--- src/rtl/stim_sweep_gen_if.sv ---
// Valid/ready stimulus bus between the sweep generator and its consumer.
// The master drives the vector and its valid flag; the slave returns ready.
interface stim_sweep_gen_if #(
  parameter int unsigned WIDTH = 8
);
  logic [WIDTH-1:0] stim;
  logic             stim_valid;
  logic             stim_ready;

  modport master (output stim, output stim_valid, input stim_ready);
  modport slave  (input stim, input stim_valid, output stim_ready);
endinterface

--- src/rtl/stim_sweep_gen.sv ---
// Clocked stimulus sequencer: sweeps first_val..last_val in step increments,
// presenting each vector over valid/ready with an optional dwell gap.
module stim_sweep_gen #(
  parameter int unsigned WIDTH   = 8,
  parameter int unsigned DWELL_W = 4
) (
  input  logic               clk,
  input  logic               rst,
  input  logic               start,
  input  logic               abort,
  input  logic [WIDTH-1:0]   first_val,
  input  logic [WIDTH-1:0]   last_val,
  input  logic [WIDTH-1:0]   step,
  input  logic [DWELL_W-1:0] dwell,
  stim_sweep_gen_if.master   bus,
  output logic               busy,
  output logic               done,
  output logic [WIDTH:0]     vec_count
);

  localparam int unsigned CNT_W = WIDTH + 1;

  typedef enum logic [1:0] {
    S_IDLE,
    S_PRESENT,
    S_HOLD,
    S_DONE
  } state_e;

  state_e             state_q, state_d;
  logic [WIDTH-1:0]   stim_q, stim_d;
  logic [WIDTH-1:0]   last_q, last_d;
  logic [WIDTH-1:0]   step_q, step_d;
  logic [DWELL_W-1:0] dwell_q, dwell_d;
  logic [DWELL_W-1:0] dwell_cnt_q, dwell_cnt_d;
  logic [CNT_W-1:0]   cnt_q, cnt_d;
  logic               valid_q;
  logic               busy_q;
  logic               done_q;

  logic [WIDTH:0]     next_sum;
  logic               is_final;
  logic               handshake;

  // The extra sum bit catches carry-out, so a wrapped value never counts as in range.
  always_comb begin
    next_sum  = {1'b0, stim_q} + {1'b0, step_q};
    is_final  = (stim_q >= last_q) || (next_sum > {1'b0, last_q});
    handshake = (state_q == S_PRESENT) && bus.stim_ready;
  end

  always_comb begin
    state_d     = state_q;
    stim_d      = stim_q;
    last_d      = last_q;
    step_d      = step_q;
    dwell_d     = dwell_q;
    dwell_cnt_d = dwell_cnt_q;
    cnt_d       = cnt_q;

    unique case (state_q)
      S_IDLE: begin
        if (start) begin
          stim_d  = first_val;
          last_d  = last_val;
          step_d  = (step == '0) ? WIDTH'(1) : step;
          dwell_d = dwell;
          cnt_d   = '0;
          state_d = S_PRESENT;
        end
      end
      S_PRESENT: begin
        if (handshake) begin
          cnt_d = cnt_q + CNT_W'(1);
        end
        if (abort) begin
          state_d = S_IDLE;
        end else if (handshake) begin
          if (is_final) begin
            state_d = S_DONE;
          end else begin
            stim_d = next_sum[WIDTH-1:0];
            if (dwell_q != '0) begin
              dwell_cnt_d = dwell_q;
              state_d     = S_HOLD;
            end
          end
        end
      end
      S_HOLD: begin
        // Leaving when the counter reads 1 makes the gap exactly dwell cycles.
        if (abort) begin
          state_d = S_IDLE;
        end else if (dwell_cnt_q <= DWELL_W'(1)) begin
          dwell_cnt_d = '0;
          state_d     = S_PRESENT;
        end else begin
          dwell_cnt_d = dwell_cnt_q - DWELL_W'(1);
        end
      end
      S_DONE: begin
        state_d = S_IDLE;
      end
      default: begin
        state_d = S_IDLE;
      end
    endcase
  end

  // Status flags are registered from the next state so they line up with it.
  always_ff @(posedge clk) begin
    if (rst) begin
      state_q     <= S_IDLE;
      stim_q      <= '0;
      last_q      <= '0;
      step_q      <= '0;
      dwell_q     <= '0;
      dwell_cnt_q <= '0;
      cnt_q       <= '0;
      valid_q     <= 1'b0;
      busy_q      <= 1'b0;
      done_q      <= 1'b0;
    end else begin
      state_q     <= state_d;
      stim_q      <= stim_d;
      last_q      <= last_d;
      step_q      <= step_d;
      dwell_q     <= dwell_d;
      dwell_cnt_q <= dwell_cnt_d;
      cnt_q       <= cnt_d;
      valid_q     <= (state_d == S_PRESENT);
      busy_q      <= (state_d != S_IDLE);
      done_q      <= (state_d == S_DONE);
    end
  end

  assign bus.stim       = stim_q;
  assign bus.stim_valid = valid_q;
  assign busy           = busy_q;
  assign done           = done_q;
  assign vec_count      = cnt_q;

endmodule

--- src/flat_wrapper.sv ---
// flat-port wrapper written by rule: the top's interface ports become plain ports
module stim_sweep_gen_flat 
#(
  parameter int unsigned WIDTH   = 8,
  parameter int unsigned DWELL_W = 4
)
  (clk, rst, start, abort, first_val, last_val, step, dwell, busy, done, vec_count, bus_stim, bus_stim_valid, bus_stim_ready);
  stim_sweep_gen_if #(.WIDTH(WIDTH)) bus_i ();
  input  logic clk;
  input  logic rst;
  input  logic start;
  input  logic abort;
  input  logic [WIDTH-1:0] first_val;
  input  logic [WIDTH-1:0] last_val;
  input  logic [WIDTH-1:0] step;
  input  logic [DWELL_W-1:0] dwell;
  output logic busy;
  output logic done;
  output logic [WIDTH:0] vec_count;
  output wire logic [$bits(bus_i.stim)-1:0] bus_stim;
  output wire logic [$bits(bus_i.stim_valid)-1:0] bus_stim_valid;
  input wire logic [$bits(bus_i.stim_ready)-1:0] bus_stim_ready;
  assign bus_stim = bus_i.stim;
  assign bus_stim_valid = bus_i.stim_valid;
  assign bus_i.stim_ready = bus_stim_ready;
  stim_sweep_gen #(.WIDTH(WIDTH), .DWELL_W(DWELL_W)) u_core (.clk(clk), .rst(rst), .start(start), .abort(abort), .first_val(first_val), .last_val(last_val), .step(step), .dwell(dwell), .bus(bus_i), .busy(busy), .done(done), .vec_count(vec_count));
endmodule
--- config.mk ---
export PLATFORM = sky130hd
export DESIGN_NAME = stim_sweep_gen_flat
export DESIGN_NICKNAME = d
export VERILOG_FILES = /design/src/rtl/stim_sweep_gen_if.sv /design/src/rtl/stim_sweep_gen.sv /design/src/flat_wrapper.sv
export SDC_FILE = /design/constraint.sdc
export NUM_CORES = 1
export LEC_CHECK = 0
export CORE_UTILIZATION = 47
export CTS_CLUSTER_DIAMETER = 120
export DETAILED_ROUTE_END_ITERATION = 7
export PLACE_DENSITY = 0.74
export SLEW_MARGIN = 20
export SYNTH_ARGS = -nofsm -noshare
export SYNTH_HDL_FRONTEND = slang
export SYNTH_SLANG_ARGS = --single-unit
export TNS_END_PERCENT = 10
--- constraint.sdc ---
create_clock -name clk -period 3.05 [get_ports clk]
set_input_delay 0.915 -clock clk [delete_from_list [all_inputs] [get_ports clk]]
set_output_delay 0.915 -clock clk [all_outputs]
set_load 0.005 [all_outputs]
# [After elaboration in Yosys (flattened, before gate mapping)]
# Cells that the tools add are included.
[classes] n_addsub=3 magnitude_cmp=3 eq_ne=11 mux=24 reduce_logical=12
[ops] operator="2-to-1 mux 8 bit" n=5
[ops] operator="2-to-1 mux 4 bit" n=6
[ops] operator="2-to-1 mux 9 bit" n=2
[ops] operator="case mux 9 bit (2 select lines)" n=1
[ops] operator="case mux 8 bit (2 select lines)" n=1
[ops] operator="2-to-1 mux 2 bit" n=7
[ops] operator="inequality test 2 bit (second input constant)" n=5
[ops] operator="adder 8 x 8 -> 9 bit" n=1
[ops] operator="adder 9 x 1 -> 9 bit (second input constant)" n=1
[ops] operator="> comparator 9 x 8 -> 1 bit" n=1
[ops] operator=">= comparator 8 bit" n=1
[ops] operator="zero test 8 bit" n=1
[ops] operator="case mux 2 bit (4 select lines)" n=1
[ops] operator="case mux 4 bit (2 select lines)" n=1
[ops] operator="equality test 2 bit (second input constant)" n=3
[ops] operator="AND reduction 6 bit" n=1
[ops] operator="nonzero test 2 bit" n=3
[ops] operator="AND reduction 5 bit" n=1
[ops] operator="equality test 2 x 1 -> 1 bit (second input constant)" n=2
[ops] operator="<= comparator 4 x 1 -> 1 bit (second input constant)" n=1
[ops] operator="nonzero test 4 bit" n=1
[ops] operator="subtractor 4 x 1 -> 4 bit (second input constant)" n=1
[ops] operator="AND reduction 3 bit" n=1
[ops] operator="zero test 2 bit" n=1
[ops] operator="other kinds (4)" n=4
[totals] ff_bits=46 in_bits=33 wordCells=63

# [Depth between registers and ports, before layout]
# Gate-level depths: netlist of the first run.
[depth] word_depth=8 depth_mapped=13 ltp_nobuf=12

# [Worst setup path before layout of the first run]
# No wires, ideal clock.
[synth_timing] path_kind="flip-flop to flip-flop" startpoint="reg u_core.stim_q[0] (netlist: u_core.bus.stim[0])" endpoint="reg u_core.stim_q[0] (netlist: u_core.bus.stim[0])" setup_ns=0.121 t_arrival_ns=3.249 t_required_ns=2.929 path_slack_ns=-0.320 stages_incl_launch_ff=14 path_buffers=1 synth_period_minus_slack_ns=3.370 path_cell_list="dfxtp_1 ha_1 fa_1 a211oi_1 nor2_1 o31ai_1 xnor2_1 ha_1 a21o_1 a221oi_4 o211ai_2 o21a_1 buf_6 mux2_4"
[synth_via] elab_chain_len=5
[synth_lines] element="from (decl)" line="stim_sweep_gen.sv:31" text="logic [WIDTH-1:0] stim_q, stim_d;"
[synth_lines] element="from (signal assigned)" line="stim_sweep_gen.sv:125" text="stim_q <= stim_d;"
[synth_lines] element="adder 8 x 8 -> 9 bit" line="stim_sweep_gen.sv:47" text="next_sum = {1'b0, stim_q} + {1'b0, step_q};"
[synth_lines] element="> comparator 9 x 8 -> 1 bit or 2-to-1 mux 8 bit (tied branches)" line="stim_sweep_gen.sv:48, stim_sweep_gen.sv:79"
[synth_lines] element="logical OR 1 bit or 2-to-1 mux 8 bit (tied branches)" line="stim_sweep_gen.sv:48, stim_sweep_gen.sv:78"
[synth_lines] element="inequality test 2 bit (no line) or 2-to-1 mux 8 bit (tied branches)"
[synth_lines] element="AND reduction 5 bit (no line) or case mux 8 bit (2 select lines) (tied branches)"
# Parallel ways exist; a longest one is shown, timed or not. The select of a mux whose other input is x is not followed.
# A chain may end at the register's enable or synchronous reset.

# [Final worst setup path of the first run]
[layout_timing] startpoint="reg u_core.stim_q[0] (netlist: u_core.bus.stim[0])" endpoint="reg u_core.stim_q[2] (netlist: u_core.bus.stim[2])"
# The elaborated chain is that of the path after synthesis.

==> impl_metrics.tcl, run 1 <==
set metrics [dict create \
    grt_pass1_vias 2705 \
    cp-start-kind "flop" \
    rsz0062_at_grt "true" \
    num-fill-cells 492 \
    yosys_warnings 0 \
    p_per_area_nw_per_um2 469.7 \
    place_hpwl_um 5441 \
    p_leak_nw 1.565 \
    fin_nets 481 \
    regToRegEndpoint "u_core.bus.stim[2]$_SDFFE_PP0P_" \
    finalSetupViolCount 17 \
    rrSetupSlack_ns -0.27 \
    relSlewSlack_pct 60.95 \
    wl_per_cell_um 14.78 \
    critical_path.max_fanout 7 \
    critPathKind "flop to flop" \
    antenna_cells 0 \
    max-cap-violations 0 \
    synth_top_area_share_pct 32.73 \
    fp.coreArea_um2 5642 \
    synth_area_um2 2814 \
    core.rowCount 27 \
    grt_max_degree 36 \
    ir_drop_v 0.0002161 \
    routed_via_density 5.493 \
    seqCellArea_um2 923.4 \
    min_path_type "flop to flop" \
    critPathRequiredTime_ns 3.24 \
    grt_pass1_wl_um 12520 \
    synthTopCellsByArea "dfxtp_1 33%, ha_1 12%, nand2_1 8.4%" \
    holdPathEnd "u_core.last_q[4]$_SDFFE_PP0P_" \
    slew_violations 0 \
    synth_edf_count 0 \
    dr.first_iter.drc_count 147 \
    status "complete, but fails checks" \
    antenna_found_initial 0 \
    p_sw_share_pct 32.71 \
    rr_worst_depth 12 \
    first_pass_iters 4 \
    yosysMostFrequentCell "nand2_1" \
    cts_inserted_buffers 5 \
    ioPinCount 53 \
    holdPathStages 2 \
    net-switching-power_uw 587.7 \
    area_delta_synth_final_pct 35.93 \
    end_kind "flop" \
    finalCritPeriodShare_pct 108.8 \
    fin_ws_ns -0.2699 \
    port-buffer-count 52 \
    yosys_register_bits 46 \
    path_clk_slew_ns 0.09 \
    fmax_mhz 301.2 \
    ctsRootBufferMaster "clkbuf_8" \
    dp.cells 483 \
    p_comb_share_pct 39.3 \
    synthTopCellsByCount "63 x nand2_1, 46 x dfxtp_1, 33 x a21oi_1" \
    avgSynthCellArea_um2 8.301 \
    multi_input_area_um2 1863 \
    route.detailed.drc 0 \
    die_h_um 79.38 \
    violations "setup timing" \
    final_util_pct 67.80 \
    clkPwrFrac_pct 23.2 \
    layout-drive-gt1-share_pct 17.58 \
    htreeDepth 2 \
    async_flop_share_pct 0 \
    clockBufferDepth 2 \
    crit_arrival_ns 3.51 \
    yosysSeqAreaShare_pct 32.73 \
    power.share.sequential_pct 37.5 \
    gp_congestion 0.8814 \
    synth_area_leader_cell "dfxtp_1" \
    hp-start "u_core.last_q[4]$_SDFFE_PP0P_" \
    fin_cells 493 \
    finalSetupTns_ns -3.661 \
    reg2reg_from "u_core.bus.stim[0]$_SDFFE_PP0P_" \
    antenna_left 0 \
    die_area_um2 6300 \
    wl_um 7286 \
    die_w_um 79.38 \
    overflow 0 \
    period_minus_slack_ns 3.320 \
    hold_buffers 0 \
    hold_viol 0 \
    insertion_delay_ns 0.30 \
    track_usage_pct 25.46 \
    vias 2708 \
    syn_inst 339 \
    ys.flop_type "dfxtp_1" \
    cts_sinks 46 \
    start_util_pct 49.88 \
    syn_nets 400 \
    synth_cell_types 54 \
    worstMarginPinSlew_ns 0.5858 \
    cts_tree "built" \
    p_int_mw 1.209 \
    fin_worst_skew_ns 0.003649 \
]
==> state kept, by name (all words and copies together), names as in the netlist, 2 cells and up <==
name and flops:
u_core.bus.stim 8, u_core.step_q 8, u_core.dwell_cnt_q 4, u_core.vec_count 9, u_core.state_q 2, u_core.last_q 8
u_core.dwell_q 4
==> logic make-up after synthesis <==
| group | count (synthesis) | synth area share (%) |
|---|---|---|
| XOR/XNOR | 9 | 2.801 |
| multiplexers | 13 | 5.380 |
| AND/OR/NAND/NOR | 133 | 22.63 |
| flip-flops | 46 | 32.73 |
| AO/OA/AOI/OAI | 83 | 19.88 |
| buffers and inverters | 27 | 3.869 |
| adder cells (fa/ha/maj) | 28 | 12.72 |
==> power by group through the flow <==
stage          logic [mW]  clock network (mW)  registers, mW
6_report            0.706               0.417          0.674
4_1_cts             0.664               0.429          0.672
2_1_floorplan       0.374                   0          0.682
3_5_place_dp        0.634                   0          0.686
3_3_place_gp        0.619                   0          0.684
5_1_grt             0.769               0.454          0.678
==> what timing repair did <==
item | 4_1_cts | 5_1_grt
setup buffers | 1 | 1
gates resized for setup | 6 | 10
pin swaps | 3 | 6
endpoints found under the setup margin | 17 | 17
hold endpoints to repair | 0 | 0
==> cell type report <==
| class | instances | share of cell area [%] |
|---|---|---|
| Multi-Input combinational cell | 266 | 48.71 |
| Tap cell | 72 | 2.355 |
| Clock buffer | 7 | 2.519 |
| Clock inverter | 1 | 0.2290 |
| Sequential cell | 46 | 24.14 |
| Inverter | 14 | 1.374 |
| Timing Repair Buffer | 87 | 20.67 |
==> how the worst max path moves through the flow <==
stage | from | to | slack, ns | depth (start not counted)
2_1_floorplan | u_core.bus.stim[0]$_SDFFE_PP0P_ | u_core.bus.stim[0]$_SDFFE_PP0P_ | -0.19 | 13
6_report | u_core.bus.stim[0]$_SDFFE_PP0P_ | u_core.bus.stim[2]$_SDFFE_PP0P_ | -0.27 | 12
3_3_place_gp | u_core.bus.stim[1]$_SDFFE_PP0P_ | u_core.bus.stim[0]$_SDFFE_PP0P_ | -0.24 | 12
3_5_place_dp | u_core.step_q[0]$_SDFFE_PP0P_ | u_core.bus.stim[5]$_SDFFE_PP0P_ | -0.33 | 13
5_1_grt | u_core.bus.stim[0]$_SDFFE_PP0P_ | u_core.bus.stim[2]$_SDFFE_PP0P_ | -0.39 | 12
4_1_cts | u_core.step_q[0]$_SDFFE_PP0P_ | u_core.bus.stim[2]$_SDFFE_PP0P_ | -0.23 | 12
==> cells in the final DEF (no fill, tap or decap), types with 6 or more instances in the layout <==
cell type	instances
nand2_1	63
clkdlybuf4s50_1	52
dfxtp_1	44
a21oi_1	33
buf_4	33
ha_1	26
nor2_1	19
inv_1	14
o21ai_0	12
nor2b_1	8
mux2i_1	8
clkbuf_8	7
xor2_1	6
==> critical path: stages, from the launching register on <==
cell,delay (ns)
dfxtp_2,0.35
ha_4,0.16
fa_2,0.38
a211oi_2,0.22
nor2_2,0.09
o31ai_2,0.31
xnor2_1,0.14
ha_1,0.32
a21o_1,0.20
a221oi_4,0.33
o211ai_2,0.14
o21a_4,0.26
mux2_4,0.30
==> per-layer routing <==
metal / share of wire [%] / global-route usage [%] / up-vias
met5: 0 / 0 / -
met4: 1.0 / 6.364 / 0
met3: 5.2 / 3.657 / 8
met2: 47 / 42.84 / 80
met1: 47 / 34.06 / 1246
li1: - / - / 1374
==> through the flow <==
| stage | total power, mW | hold slack [ns] | worst slack, ns | area, um^2 |
|---|---|---|---|---|
| after global placement | 1.303 | 0.4441 | -0.2368 | 3643 |
| after floorplan | 1.056 | 0.4363 | -0.1900 | 2841 |
| after detailed placement | 1.320 | 0.4471 | -0.3349 | 3643 |
| after global routing | 1.901 | 0.4901 | -0.3948 | 3825 |
| after CTS | 1.765 | 0.4593 | -0.2256 | 3782 |
| final | 1.796 | 0.4609 | -0.2699 | 3825 |
(Power assumes the default switching activity.)
==> run 2, diff against run 1 <==
Settings changed: CORE_UTILIZATION 47 to 49, CTS_BUF_LIST from default to sky130_fd_sc_hd__clkbuf_4, PLACE_DENSITY 0.74 to 0.77.
==> impl_metrics.tcl, run 2 (same netlist as run 1, synthesis figures left out) <==
set metrics [dict create \
    status "complete, but fails checks" \
    violations "setup timing" \
    total_power_mw 1.746 \
    area_delta_synth_final_pct 34.95 \
    dr.first_iter.drc_count 144 \
    relSlewSlack_pct 60.62 \
    p_leak_nw 1.553 \
    multi_input_area_um2 1861 \
    finalSetupViolCount 17 \
    dp_slack_ns -0.3639 \
    first_pass_iters 4 \
    die_h_um 77.78 \
    place_hpwl_um 5350 \
    largest_reg_flops 9 \
    track_usage_pct 25.62 \
    routed_via_density 5.444 \
    p_comb_share_pct 39.4 \
    cp-start-kind "flop" \
    crit_slowest_cell "fa_2" \
    clockBufferDepth 2 \
    p_sw_share_pct 32.73 \
    route.detailed.drc 0 \
    antenna_cells 0 \
    critPathKind "flop to flop" \
    crit_buf_inv 0 \
    insertion_delay_ns 0.37 \
    path_delay_family "compound AO/OA/AOI/OAI gates" \
    worstMarginPinSlew_ns 0.5907 \
    grt_max_degree 36 \
    die_w_um 77.78 \
    die_area_um2 6050 \
    net-switching-power_uw 571.3 \
    ir_drop_v 0.0002351 \
    cts_tree "built" \
    crit_arrival_ns 3.55 \
    clkPwrFrac_pct 22.1 \
    core.rowCount 27 \
    fin_worst_skew_ns 0.009203 \
    rsz0062_at_grt "true" \
    cpPeakStageDelay_ns 0.39 \
    cts_sinks 46 \
    p_per_area_nw_per_um2 459.7 \
    power.share.sequential_pct 38.5 \
    period_minus_slack_ns 3.288 \
    antenna_left 0 \
    cts_inserted_buffers 5 \
    port-buffer-count 52 \
    rrSetupSlack_ns -0.24 \
    fp.coreArea_um2 5507 \
    fin_ws_ns -0.2384 \
    fin_cells 493 \
    critPathRequiredTime_ns 3.31 \
    layout-drive-gt1-share_pct 17.58 \
    finalCritPeriodShare_pct 107.8 \
    vias 2684 \
    critical_path.max_fanout 7 \
    path_clk_slew_ns 0.14 \
    antenna_found_initial 0 \
    wl_per_cell_um 14.70 \
    gp_congestion 0.9281 \
    min_path_type "flop to flop" \
    dp.cells 482 \
    layout_commonest_cell "nand2_1" \
    fin_nets 481 \
    ctsRootBufferMaster "clkbuf_4" \
    p_int_mw 1.174 \
    layout_common_cells "63 x nand2_1, 52 x clkdlybuf4s50_1, 43 x dfxtp_1, 34 x buf_4, 33 x a21oi_1" \
    max-cap-violations 0 \
    htreeDepth 2 \
    grt_pass1_wl_um 12190 \
    path_cells "ha_4, fa_2, a21o_1, a211oi_2, nor2_1, ha_1, and4_4, a221o_1, a221oi_4, o211ai_2, o21a_4, mux2_4" \
    grt_pass1_vias 2699 \
    fmax_mhz 304.1 \
    start_util_pct 51.10 \
    wl_um 7248 \
    ioPinCount 53 \
    holdWs_ns 0.4646 \
    overflow 0 \
    slew_violations 0 \
    num-fill-cells 451 \
    hold_viol 0 \
    end_kind "flop" \
    seqCellArea_um2 924.6 \
]
[run 2: power groups by stage]
stage | registers, mW | clock network, mW | logic (mW)
2_1_floorplan | 0.682 | 0 | 0.374
3_3_place_gp | 0.683 | 0 | 0.608
3_5_place_dp | 0.685 | 0 | 0.622
4_1_cts | 0.673 | 0.396 | 0.668
5_1_grt | 0.677 | 0.420 | 0.751
6_report | 0.672 | 0.386 | 0.688
[run 2: what timing repair did]
| action | 4_1_cts | 5_1_grt |
|---|---|---|
| gates cloned | 0 | 0 |
| hold buffers | 0 | 0 |
| buffers inserted | 2 | 1 |
| endpoints found under the setup margin | 17 | 17 |
| resized for setup | 11 | 2 |
| pin swaps | 7 | 4 |
[run 2: worst register-to-register path: stages (launching register included)]
cell	delay, ns
dfxtp_2	0.36
ha_4	0.16
fa_2	0.39
a21o_1	0.20
a211oi_2	0.18
nor2_1	0.09
ha_1	0.32
and4_4	0.16
a221o_1	0.35
a221oi_4	0.28
o211ai_2	0.14
o21a_4	0.27
mux2_4	0.30
[run 2: final timing paths]
check / cells after the start / end / startpoint
worst max register to register: 12 / u_core.bus.stim[1]$_SDFFE_PP0P_ / u_core.bus.stim[0]$_SDFFE_PP0P_
worst min register to register: 2 / u_core.last_q[3]$_SDFFE_PP0P_ / u_core.last_q[3]$_SDFFE_PP0P_
worst min-delay path: 2 / u_core.last_q[3]$_SDFFE_PP0P_ / u_core.last_q[3]$_SDFFE_PP0P_
worst max-delay path: 12 / u_core.bus.stim[1]$_SDFFE_PP0P_ / u_core.bus.stim[0]$_SDFFE_PP0P_
[run 2: routing by layer]
layer	track usage, %	part of all wire (%)	routed length [um]
met5	0	0	0
met4	12.08	1.9	141
met3	4.235	4.4	319
met2	42.21	46	3365
met1	32.42	47	3422
[run 2: metrics by stage]
step           TNS [ns]  utilization (%)  area [um^2]
4_1_cts          -2.224            68.62         3779
3_3_place_gp     -2.925            66.03         3636
6_report         -2.813            68.96         3797
2_1_floorplan   -0.9915                -         2841
5_1_grt          -5.250            68.96         3797
3_5_place_dp     -4.251            66.03         3636
[run 2: area by class of cell]
| type | count | share of cell area (%) |
|---|---|---|
| Clock buffer | 6 | 1.186 |
| Sequential cell | 46 | 24.35 |
| Tap cell | 72 | 2.372 |
| Multi-Input combinational cell | 266 | 48.99 |
| Timing Repair Buffer | 87 | 20.72 |
| Inverter | 14 | 1.384 |
| Clock inverter | 2 | 0.9885 |
==> run 3, diff against run 2 <==
Settings changed: CAP_MARGIN from default to 20, GPL_TIMING_DRIVEN from default to 1.
==> results of run 3 <==
No change in the layout: final DEF, timing and power equal those of run 2.
